**src/rtl/usb_dev_protocol_if.sv**
```systemverilog
// ============================================================================
// Module      : usb_dev_protocol_if
// Description : Packet, endpoint-buffer and status signals of the device-side
//               USB protocol responder.
// Revision    : 1.0
// ============================================================================
`default_nettype none

interface usb_dev_protocol_if;
    logic [6:0]  dev_addr;
    logic [98:0] pkt_in;
    logic        pkt_in_avail;
    logic        pkt_in_corrupt;
    logic [98:0] pkt_out;
    logic        pkt_out_avail;
    logic        pkt_sent;
    logic [63:0] tx_data;
    logic        tx_data_valid;
    logic        tx_data_taken;
    logic        rx_ready;
    logic [63:0] rx_data;
    logic        rx_data_valid;
    logic        txn_done;
    logic        txn_ok;

    // master: decoder/encoder/buffer side; slave: the protocol responder
    modport master (
        output dev_addr, pkt_in, pkt_in_avail, pkt_in_corrupt, pkt_sent,
               tx_data, tx_data_valid, rx_ready,
        input  pkt_out, pkt_out_avail, tx_data_taken, rx_data, rx_data_valid,
               txn_done, txn_ok
    );

    modport slave (
        input  dev_addr, pkt_in, pkt_in_avail, pkt_in_corrupt, pkt_sent,
               tx_data, tx_data_valid, rx_ready,
        output pkt_out, pkt_out_avail, tx_data_taken, rx_data, rx_data_valid,
               txn_done, txn_ok
    );
endinterface

`default_nettype wire

```
**src/rtl/usb_dev_protocol.sv**
```systemverilog
// ============================================================================
// Module      : usb_dev_protocol
// Description : Device-side USB protocol responder answering IN/OUT tokens for
//               one endpoint. Define USB_DEV_TOGGLE_EN for DATA0/DATA1 toggling.
// Revision    : 1.0
// ============================================================================
`default_nettype none

module usb_dev_protocol #(
    parameter logic [7:0] TIMEOUT_LEN = 8'd255,
    parameter logic [3:0] ENDP        = 4'd4
) (
    input  wire logic          clk,
    input  wire logic          rst_b,
    usb_dev_protocol_if.slave  bus
);

    localparam logic [7:0] SYNC      = 8'h01;
    localparam logic [7:0] PID_OUT   = 8'hE1;
    localparam logic [7:0] PID_IN    = 8'h69;
    localparam logic [7:0] PID_DATA0 = 8'hC3;
    localparam logic [7:0] PID_DATA1 = 8'h4B;
    localparam logic [7:0] PID_ACK   = 8'hD2;
    localparam logic [7:0] PID_NAK   = 8'h5A;

    typedef enum logic [2:0] {
        IDLE    = 3'd0,
        TX_DATA = 3'd1,
        TX_HS   = 3'd2,
        RX_WAIT = 3'd3,
        SEND_HS = 3'd4
    } state_t;

    state_t      state, state_nxt;
    logic [7:0]  timer, timer_nxt;
    logic [98:0] pkt_out_q, pkt_out_nxt;
    logic        avail_q, avail_nxt;
    logic        taken_q, taken_nxt;
    logic [63:0] rx_data_q, rx_data_nxt;
    logic        rxv_q, rxv_nxt;
    logic        done_q, done_nxt;
    logic        ok_q, ok_nxt;

    logic [7:0]  in_pid;
    logic [6:0]  in_addr;
    logic [3:0]  in_endp;
    logic [63:0] in_payload;
    logic        pkt_good;
    logic        is_token;
    logic        token_good;
    logic        token_match;
    logic        data_good;
    logic        timeout;
    logic [7:0]  tx_pid;
    logic        seq_ok;

    assign in_pid      = bus.pkt_in[90:83];
    assign in_addr     = bus.pkt_in[82:76];
    assign in_endp     = bus.pkt_in[75:72];
    assign in_payload  = bus.pkt_in[82:19];
    assign pkt_good    = bus.pkt_in_avail & ~bus.pkt_in_corrupt;
    assign is_token    = (in_pid == PID_IN) || (in_pid == PID_OUT);
    assign token_good  = pkt_good & is_token;
    assign token_match = pkt_good & (in_addr == bus.dev_addr) & (in_endp == ENDP);
    assign data_good   = pkt_good & ((in_pid == PID_DATA0) || (in_pid == PID_DATA1));
    assign timeout     = (timer == TIMEOUT_LEN);

`ifdef USB_DEV_TOGGLE_EN
    logic tx_tog, tx_tog_nxt;
    logic rx_tog, rx_tog_nxt;

    assign tx_pid = tx_tog ? PID_DATA1 : PID_DATA0;
    assign seq_ok = (in_pid == (rx_tog ? PID_DATA1 : PID_DATA0));

    always_ff @(posedge clk or negedge rst_b) begin
        if (!rst_b) begin
            tx_tog <= 1'b0;
            rx_tog <= 1'b0;
        end else begin
            tx_tog <= tx_tog_nxt;
            rx_tog <= rx_tog_nxt;
        end
    end
`else
    assign tx_pid = PID_DATA0;
    assign seq_ok = 1'b1;
`endif

    always_comb begin
        state_nxt   = state;
        timer_nxt   = timer;
        pkt_out_nxt = pkt_out_q;
        avail_nxt   = avail_q;
        rx_data_nxt = rx_data_q;
        taken_nxt   = 1'b0;
        rxv_nxt     = 1'b0;
        done_nxt    = 1'b0;
        ok_nxt      = 1'b0;
`ifdef USB_DEV_TOGGLE_EN
        tx_tog_nxt  = tx_tog;
        rx_tog_nxt  = rx_tog;
`endif
        case (state)
            IDLE: begin
                if (token_match && (in_pid == PID_IN)) begin
                    avail_nxt = 1'b1;
                    if (bus.tx_data_valid) begin
                        state_nxt   = TX_DATA;
                        pkt_out_nxt = {SYNC, tx_pid, bus.tx_data, 19'b0};
                    end else begin
                        state_nxt   = SEND_HS;
                        pkt_out_nxt = {SYNC, PID_NAK, 83'b0};
                    end
                end else if (token_match && (in_pid == PID_OUT)) begin
                    state_nxt = RX_WAIT;
                    timer_nxt = 8'd0;
                end
            end

            TX_DATA: begin
                if (bus.pkt_sent) begin
                    state_nxt = TX_HS;
                    avail_nxt = 1'b0;
                    timer_nxt = 8'd0;
                end
            end

            TX_HS: begin
                timer_nxt = timer + 8'd1;
                // A packet in the timeout cycle wins over the timeout
                if (bus.pkt_in_avail && !token_good) begin
                    state_nxt = IDLE;
                    done_nxt  = 1'b1;
                    if (pkt_good && (in_pid == PID_ACK)) begin
                        ok_nxt    = 1'b1;
                        taken_nxt = 1'b1;
`ifdef USB_DEV_TOGGLE_EN
                        tx_tog_nxt = ~tx_tog;
`endif
                    end
                end else if (timeout) begin
                    state_nxt = IDLE;
                    done_nxt  = 1'b1;
                end
            end

            RX_WAIT: begin
                timer_nxt = timer + 8'd1;
                if (bus.pkt_in_avail && !token_good) begin
                    state_nxt   = SEND_HS;
                    avail_nxt   = 1'b1;
                    pkt_out_nxt = {SYNC, PID_NAK, 83'b0};
                    if (data_good && !seq_ok) begin
                        // Retransmission of a payload already taken: re-ACK, drop data
                        pkt_out_nxt = {SYNC, PID_ACK, 83'b0};
                    end else if (data_good && bus.rx_ready) begin
                        pkt_out_nxt = {SYNC, PID_ACK, 83'b0};
                        rx_data_nxt = in_payload;
                        rxv_nxt     = 1'b1;
`ifdef USB_DEV_TOGGLE_EN
                        rx_tog_nxt  = ~rx_tog;
`endif
                    end
                end else if (timeout) begin
                    state_nxt = IDLE;
                    done_nxt  = 1'b1;
                end
            end

            SEND_HS: begin
                if (bus.pkt_sent) begin
                    state_nxt = IDLE;
                    avail_nxt = 1'b0;
                    done_nxt  = 1'b1;
                    ok_nxt    = (pkt_out_q[90:83] == PID_ACK);
                end
            end

            default: begin
                state_nxt = IDLE;
                avail_nxt = 1'b0;
            end
        endcase
    end

    always_ff @(posedge clk or negedge rst_b) begin
        if (!rst_b) begin
            state     <= IDLE;
            timer     <= 8'd0;
            pkt_out_q <= 99'b0;
            avail_q   <= 1'b0;
            taken_q   <= 1'b0;
            rx_data_q <= 64'b0;
            rxv_q     <= 1'b0;
            done_q    <= 1'b0;
            ok_q      <= 1'b0;
        end else begin
            state     <= state_nxt;
            timer     <= timer_nxt;
            pkt_out_q <= pkt_out_nxt;
            avail_q   <= avail_nxt;
            taken_q   <= taken_nxt;
            rx_data_q <= rx_data_nxt;
            rxv_q     <= rxv_nxt;
            done_q    <= done_nxt;
            ok_q      <= ok_nxt;
        end
    end

    assign bus.pkt_out       = pkt_out_q;
    assign bus.pkt_out_avail = avail_q;
    assign bus.tx_data_taken = taken_q;
    assign bus.rx_data       = rx_data_q;
    assign bus.rx_data_valid = rxv_q;
    assign bus.txn_done      = done_q;
    assign bus.txn_ok        = ok_q;

endmodule

`default_nettype wire

```
**src/flat_wrapper.sv**
```systemverilog
// flat-port wrapper written by rule: the top's interface ports become plain ports
module usb_dev_protocol_flat 
#(
    parameter logic [7:0] TIMEOUT_LEN = 8'd255,
    parameter logic [3:0] ENDP        = 4'd4
)
  (clk, rst_b, bus_dev_addr, bus_pkt_in, bus_pkt_in_avail, bus_pkt_in_corrupt, bus_pkt_sent, bus_tx_data, bus_tx_data_valid, bus_rx_ready, bus_pkt_out, bus_pkt_out_avail, bus_tx_data_taken, bus_rx_data, bus_rx_data_valid, bus_txn_done, bus_txn_ok);
  usb_dev_protocol_if bus_i ();
  input  wire logic clk;
  input  wire logic rst_b;
  input wire logic [$bits(bus_i.dev_addr)-1:0] bus_dev_addr;
  input wire logic [$bits(bus_i.pkt_in)-1:0] bus_pkt_in;
  input wire logic [$bits(bus_i.pkt_in_avail)-1:0] bus_pkt_in_avail;
  input wire logic [$bits(bus_i.pkt_in_corrupt)-1:0] bus_pkt_in_corrupt;
  input wire logic [$bits(bus_i.pkt_sent)-1:0] bus_pkt_sent;
  input wire logic [$bits(bus_i.tx_data)-1:0] bus_tx_data;
  input wire logic [$bits(bus_i.tx_data_valid)-1:0] bus_tx_data_valid;
  input wire logic [$bits(bus_i.rx_ready)-1:0] bus_rx_ready;
  output wire logic [$bits(bus_i.pkt_out)-1:0] bus_pkt_out;
  output wire logic [$bits(bus_i.pkt_out_avail)-1:0] bus_pkt_out_avail;
  output wire logic [$bits(bus_i.tx_data_taken)-1:0] bus_tx_data_taken;
  output wire logic [$bits(bus_i.rx_data)-1:0] bus_rx_data;
  output wire logic [$bits(bus_i.rx_data_valid)-1:0] bus_rx_data_valid;
  output wire logic [$bits(bus_i.txn_done)-1:0] bus_txn_done;
  output wire logic [$bits(bus_i.txn_ok)-1:0] bus_txn_ok;
  assign bus_i.dev_addr = bus_dev_addr;
  assign bus_i.pkt_in = bus_pkt_in;
  assign bus_i.pkt_in_avail = bus_pkt_in_avail;
  assign bus_i.pkt_in_corrupt = bus_pkt_in_corrupt;
  assign bus_i.pkt_sent = bus_pkt_sent;
  assign bus_i.tx_data = bus_tx_data;
  assign bus_i.tx_data_valid = bus_tx_data_valid;
  assign bus_i.rx_ready = bus_rx_ready;
  assign bus_pkt_out = bus_i.pkt_out;
  assign bus_pkt_out_avail = bus_i.pkt_out_avail;
  assign bus_tx_data_taken = bus_i.tx_data_taken;
  assign bus_rx_data = bus_i.rx_data;
  assign bus_rx_data_valid = bus_i.rx_data_valid;
  assign bus_txn_done = bus_i.txn_done;
  assign bus_txn_ok = bus_i.txn_ok;
  usb_dev_protocol #(.TIMEOUT_LEN(TIMEOUT_LEN), .ENDP(ENDP)) u_core (.clk(clk), .rst_b(rst_b), .bus(bus_i));
endmodule
```
**config.mk**
```make
export PLATFORM = sky130hd
export DESIGN_NAME = usb_dev_protocol_flat
export DESIGN_NICKNAME = d
export VERILOG_FILES = /design/src/rtl/usb_dev_protocol_if.sv /design/src/rtl/usb_dev_protocol.sv /design/src/flat_wrapper.sv
export SDC_FILE = /design/constraint.sdc
export NUM_CORES = 1
export LEC_CHECK = 0
export CORE_MARGIN = 2
export CORE_UTILIZATION = 36
export DETAILED_ROUTE_END_ITERATION = 16
export PLACE_DENSITY_LB_ADDON = 0.25
export SLEW_MARGIN = 40
export SYNTH_ARGS = -nofsm -noshare
export SYNTH_HDL_FRONTEND = slang
export SYNTH_SLANG_ARGS = --single-unit
export TNS_END_PERCENT = 50
```
**constraint.sdc**
```tcl
create_clock -name clk -period 3 [get_ports clk]
set_clock_uncertainty 0.2 [all_clocks]
set_input_delay 0.6 -clock clk [delete_from_list [all_inputs] [get_ports clk]]
set_output_delay 0.6 -clock clk [all_outputs]
set_load 0.01 [all_outputs]
```
==> results.sh, run 1 <==
export IMPL_grt_first_pass_wirelength_mm=27.66
export IMPL_holdWs_ps=272.4
export IMPL_drive_above_1_share=0.07466
export IMPL_seq_area_frac_synth=0.6023
export IMPL_path_class="in -> reg"
export IMPL_coreArea_um2=16700
export IMPL_fmax_mhz=381.0
export IMPL_setup_violations_final=0
export IMPL_reg2reg_slack_ps=640
export IMPL_grt_start_max_net_pins=58
export IMPL_grt_overflow=0
export IMPL_grt_use_total=0.1962
export IMPL_status="completed"
export IMPL_die_area_um2=18260
export IMPL_cp_top_family="simple AND/OR/NAND/NOR gates"
export IMPL_synth_area_leaders="dfrtp_1 (60%), nand2_1 (12%), a22o_1 (9.5%)"
export IMPL_tns_ps=0
export IMPL_insertion_delay_ps=420
export IMPL_synth_edf_count=0
export IMPL_setup_slack_ps=375.0
export IMPL_synth_most_common_cell="nand2_1"
export IMPL_rows=47
export IMPL_slew_headroom=0.6162
export IMPL_dr_first_iter_drc_count=231
export IMPL_p_per_area_nw_per_um2=502.0
export IMPL_final_util=0.5871
export IMPL_cts_sinks=149
export IMPL_setup_worst_path_end_class="register"
export IMPL_ys_seq_elements=149
export IMPL_drt_pass1_iterations=4
export IMPL_cpPeakStageDelay_ps=540
export IMPL_synth_top_cell_area_share=0.6023
export IMPL_cp_required_ps=3160
export IMPL_postPlaceCellArea_um2=9254
export IMPL_cts_max_level=4
export IMPL_synth_ff_type="dfrtp_1"
export IMPL_drt_wirelength_per_cell_um=16.17
export IMPL_path_cells="clkdlybuf4s50_1, nand4bb_1, buf_4, or4_1, o311a_1, or3_1, nand3_1"
export IMPL_clockBufferDepth=2
export IMPL_critPathSlowestCell="or4_1"
export IMPL_cts_tree="yes"
export IMPL_via_per_inst=4.706
export IMPL_final_antenna_net_count=0
export IMPL_tightest_slew_ps=575.7
export IMPL_rsz0062_at_grt="false"
export IMPL_die_y_um=135.1
export IMPL_fin_nets=1051
export IMPL_synth_area_um2=6191
export IMPL_die_w_um=135.1
export IMPL_fin_crit_ps=2625
export IMPL_syn_inst=575
export IMPL_synth_common_cells="nand2_1 (201), dfrtp_1 (149), a22o_1 (67)"
export IMPL_diodes=0
export IMPL_maxCapViolCount=0
export IMPL_antenna_found_initial=0
export IMPL_root_buffer="clkbuf_16"
export IMPL_synth_async_reset_ratio=1.000
export IMPL_dp_slack_ps=-23.64
export IMPL_crit_arrival_ps=2780
export IMPL_fin_area_um2=9806
export IMPL_start_util=0.3707
export IMPL_drt_drc_violations_left=0
export IMPL_grt_pass1_vias=5127
export IMPL_ir_drop_v=0.0003914
export IMPL_yosys_warnings=0
export IMPL_syn_avg_cell_area_um2=10.77
export IMPL_gp_congestion=0.7902
export IMPL_leakage_nw=4.638
export IMPL_top_level_ports=345
export IMPL_syn2layout_area_growth_pct=58.39
export IMPL_routed_wl_mm=17.86
export IMPL_cts_setup_buffers=0
export IMPL_start_kind="input pin"
export IMPL_min_period_over_period=0.8750
export IMPL_synth_distinct_cells=45
export IMPL_cts_buffers=17
export IMPL_numPortBuffers=289
export IMPL_dp_hpwl_mm=12.98
export IMPL_crit_buf_inv=2
export IMPL_num_vias=5195
export IMPL_fillers=1459
export IMPL_hp_class="reg -> reg"
export IMPL_path_max_fanout=2
export IMPL_maxSlewViolCount=0
export IMPL_finalHoldViolCount=0
export IMPL_clk_pin_slew_ps=60
export IMPL_synth_area_leader_cell="dfrtp_1"
-- timing repair --
action / 4_1_cts / 5_1_grt
resized for setup: 0 / 0
hold buffers: 1 / 0
endpoints found under the hold margin: 48 / 0
-- state kept, by name (all words and copies together), names as in the netlist --
signal                    count
u_core.bus.tx_data_taken      1
u_core.bus.pkt_out           69
u_core.bus.rx_data           64
u_core.state                  3
u_core.bus.txn_ok             1
u_core.timer                  8
u_core.bus.rx_data_valid      1
u_core.bus.txn_done           1
u_core.bus.pkt_out_avail      1
-- cell families after synthesis --
kind of cell | synth area share
and+or+nand+nor | 0.1710
DFF | 0.6023
AOI/OAI and AO/OA | 0.1239
buffers and inverters | 0.08044
xor gates and xnor gates | 0.01273
muxes | 0.007073
adders and majority gates | 0.002021
other | 0.0006057
-- layer usage --
layer  vias up  part of all wire  GRT usage
met2       187              0.50     0.3268
met1      2502              0.42     0.2493
met4         0             0.020    0.07581
li1       2481                 -          -
met3        25             0.061    0.04564
met5         -                 0          0
-- where the power goes --
group | total (mW) | internal (mW) | leakage, nW | switching [mW]
Combinational | 0.749 | 0.423 | 2.32 | 0.326
Sequential | 2.21 | 2.10 | 2.06 | 0.109
Clock | 1.97 | 1.17 | 0.261 | 0.800
Total | 4.92 | 3.69 | 4.64 | 1.24
-- worst reg2reg max path, stage by stage (launching register included) --
cell	delay (ps)
dfrtp_1	530
and2b_2	290
nand4b_1	140
or4_4	580
buf_4	290
nand2_1	150
nand2_1	60
-- path summary, 6_finish.rpt --
path	cells after the start	endpoint	from
max in group asynchronous	3	u_core.bus.pkt_out[35]$_DFFE_PN0P_	rst_b
max reg2reg	6	u_core.bus.rx_data[21]$_DFFE_PN0P_	u_core.state[1]$_DFFE_PN0P_
min in group asynchronous	2	u_core.bus.rx_data[8]$_DFFE_PN0P_	rst_b
min reg2reg	2	u_core.bus.rx_data[2]$_DFFE_PN0P_	u_core.bus.rx_data[2]$_DFFE_PN0P_
min	2	u_core.bus.rx_data[2]$_DFFE_PN0P_	u_core.bus.rx_data[2]$_DFFE_PN0P_
max	7	u_core.state[0]$_DFFE_PN0P_	bus_pkt_in[85]
-- placed cells by master (no fill, tap or decap), types with 2 or more instances in the layout --
cell type / instances
nor4bb_1: 2
clkbuf_1: 2
mux2_2: 3
xnor2_1: 2
buf_4: 19
inv_1: 4
conb_1: 28
nor3_1: 8
nand2_1: 201
nor4_1: 2
o2bb2ai_1: 3
o21ai_0: 5
nand4_1: 2
clkbuf_8: 2
nand2b_1: 4
clkinvlp_4: 3
a22o_1: 67
dfrtp_1: 149
nor2_1: 11
xor2_1: 7
nand3_1: 6
clkdlybuf4s50_1: 288
nand4bb_1: 3
buf_12: 6
clkinv_2: 4
clkbuf_16: 17
a21oi_1: 9
-- area by class of cell --
cell class / count / area [µm²] / share of cell area
sequential: 149 / 3729 / 0.3802
timing repair buffer: 315 / 3167 / 0.3230
multi-input combinational: 385 / 2074 / 0.2116
clock buffer: 21 / 460.4 / 0.04696
tap: 220 / 275.3 / 0.02807
clock inverter: 9 / 81.33 / 0.008294
inverter: 5 / 18.77 / 0.001914
-- per-stage QoR --
stage                     std cells  power, mW
after detailed placement       1073      2.988
after global routing           1104      5.167
after global placement         1073      2.980
after floorplan                 602      2.586
final                          1104      4.923
after CTS                      1104      4.982
Note: power is estimated with default switching activity, not from simulation.
==> inputs of run 2 (changes only) <==
- MAX_ROUTING_LAYER: not set -> met4
==> run 2 against run 1 <==
  * Critical path depth unchanged
  * Sequential share of layout area unchanged
  * Design area unchanged
  * Via count about the same
  * Critical path type unchanged
  * Largest cell class unchanged
  * Largest power group unchanged
==> results.sh, run 2 (synthesized netlist as in run 1, its figures left out) <==
export IMPL_cts_setup_buffers=0
export IMPL_min_to="u_core.bus.rx_data[2]$_DFFE_PN0P_"
export IMPL_p_per_area_nw_per_um2=501.8
export IMPL_clk_pin_slew_ps=60
export IMPL_register_area_um2=3729
export IMPL_drt_drc_violations_left=0
export IMPL_grt_start_max_net_pins=58
export IMPL_cts_sinks=149
export IMPL_dp_slack_ps=-23.64
export IMPL_rsz0062_at_grt="false"
export IMPL_cts_max_level=4
export IMPL_die_y_um=135.1
export IMPL_p_sw_mw=1.233
export IMPL_maxSlewViolCount=0
export IMPL_final_util=0.5871
export IMPL_setup_slack_ps=369.4
export IMPL_cts_tree="yes"
export IMPL_fillers=1459
export IMPL_syn2layout_area_growth_pct=58.39
export IMPL_num_vias=5191
export IMPL_start_util=0.3707
export IMPL_sw_frac_of_total=0.2505
export IMPL_rows=47
export IMPL_setup_worst_path_end_class="register"
export IMPL_die_area_um2=18260
export IMPL_fin_crit_ps=2631
export IMPL_status="completed"
export IMPL_comb_power_share=0.152
export IMPL_multi_input_area_um2=2074
export IMPL_top_level_ports=345
export IMPL_coreArea_um2=16700
export IMPL_intPower_mw=3.688
export IMPL_reg2reg_to="u_core.bus.rx_data[21]$_DFFE_PN0P_"
export IMPL_drive_above_1_share=0.07466
export IMPL_numPortBuffers=289
export IMPL_fmax_mhz=380.1
export IMPL_grt_overflow=0
export IMPL_dp_hpwl_mm=12.98
export IMPL_ir_drop_v=0.0003828
export IMPL_hp_class="reg -> reg"
export IMPL_reg2reg_slack_ps=650
export IMPL_setup_violations_final=0
export IMPL_leakage_nw=4.638
export IMPL_final_common_cell="clkdlybuf4s50_1"
export IMPL_via_per_inst=4.702
export IMPL_drt_wirelength_per_cell_um=16.16
export IMPL_cts_buffers=17
export IMPL_grt_pass1_vias=5108
export IMPL_rr_worst_depth=6
export IMPL_tns_ps=0
export IMPL_worstHoldPathCells=2
export IMPL_postPlaceCellArea_um2=9254
export IMPL_maxCapViolCount=0
export IMPL_critPathSlowestCell="or4_1"
export IMPL_grt_first_pass_wirelength_mm=27.72
export IMPL_dr_first_iter_drc_count=222
export IMPL_routed_wl_mm=17.85
export IMPL_die_w_um=135.1
export IMPL_fin_nets=1051
export IMPL_crit_arrival_ps=2780
export IMPL_pwr_share_clk=0.400
export IMPL_gp_congestion=0.8014
export IMPL_cts_resized=0
export IMPL_finalPower_mw=4.921
export IMPL_holdWs_ps=272.4
export IMPL_path_class="in -> reg"
export IMPL_dp_cells=1073
export IMPL_seqPwrFrac=0.448
export IMPL_finalHoldViolCount=0
export IMPL_crit_buf_inv=2
export IMPL_largest_register_ffs=69
export IMPL_antenna_found_initial=0
export IMPL_r2r_start="u_core.state[1]$_DFFE_PN0P_"
export IMPL_tightest_slew_ps=537.3
export IMPL_drt_pass1_iterations=4
export IMPL_path_cells="clkdlybuf4s50_1, nand4bb_1, buf_4, or4_1, o311a_1, or3_1, nand3_1"
export IMPL_start_kind="input pin"
export IMPL_diodes=0
export IMPL_final_cell_mix="clkdlybuf4s50_1 (288), nand2_1 (201), dfrtp_1 (149), a22o_1 (67), conb_1 (28)"
export IMPL_cp_top_family="simple AND/OR/NAND/NOR gates"
export IMPL_fin_cells=1104
export IMPL_grt_use_total=0.2023
export IMPL_root_buffer="clkbuf_16"
export IMPL_fin_area_um2=9806
export IMPL_min_period_over_period=0.8769
export IMPL_cpPeakStageDelay_ps=540
export IMPL_slew_headroom=0.6418
export IMPL_path_max_fanout=2
export IMPL_insertion_delay_ps=410
export IMPL_cp_required_ps=3150
export IMPL_worstHoldStart="u_core.bus.rx_data[2]$_DFFE_PN0P_"
export IMPL_clockBufferDepth=2
export IMPL_final_antenna_net_count=0
==> run 2: cell counts in the layout (fill, tap and decap cells not counted) <==
No cell type changed its count.
==> run 2: power by group through the flow <==
stage          sequential (mW)  clock, mW  combinational (mW)
2_1_floorplan             2.21          0               0.377
3_3_place_gp              2.24          0               0.742
3_5_place_dp              2.24          0               0.750
4_1_cts                   2.20       2.02               0.755
5_1_grt                   2.22       2.12               0.831
6_report                  2.21       1.97               0.748
==> run 2: layer usage <==
metal / wire [µm] / vias up / track usage
met5: 0 / - / -
met4: 313 / 0 / 0.07234
met3: 988 / 20 / 0.04302
met2: 9017 / 188 / 0.3254
met1: 7527 / 2500 / 0.2542
li1: - / 2483 / -
==> run 2: worst reg2reg max path, cell delays in order (launching register included) <==
cell and delay, ps:
dfrtp_1 530, and2b_2 290, nand4b_1 140, or4_4 580, buf_4 290, nand2_1 160
nand2_1 60
==> run 2: layout make-up <==
type	count	share of cell area
timing repair buffer	315	0.3230
tap	220	0.02807
sequential	149	0.3802
inverter	5	0.001914
multi-input combinational	385	0.2116
clock inverter	9	0.008294
clock buffer	21	0.04696
==> run 2: how the worst max path moves through the flow <==
| stage | startpoint | to | slack [ps] | cells after the start |
|---|---|---|---|---|
| finish | bus_pkt_in[85] | u_core.state[0]$_DFFE_PN0P_ | 370 | 7 |
| global route | bus_pkt_in[85] | u_core.state[0]$_DFFE_PN0P_ | 300 | 7 |
| CTS | bus_pkt_in[85] | u_core.state[0]$_DFFE_PN0P_ | 390 | 7 |
| detailed placement | bus_pkt_in[85] | u_core.state[0]$_DFFE_PN0P_ | -20 | 7 |
| global placement | bus_pkt_in[85] | u_core.state[0]$_DFFE_PN0P_ | -2 | 7 |
| floorplan | bus_pkt_in[85] | u_core.bus.pkt_out[90]$_DFFE_PN0P_ | 650 | 6 |
==> run 2: timing repair <==
action / 4_1_cts / 5_1_grt
hold buffers: 1 / 0
endpoints found under the hold margin: 48 / 0
setup endpoints to repair: 0 / 0
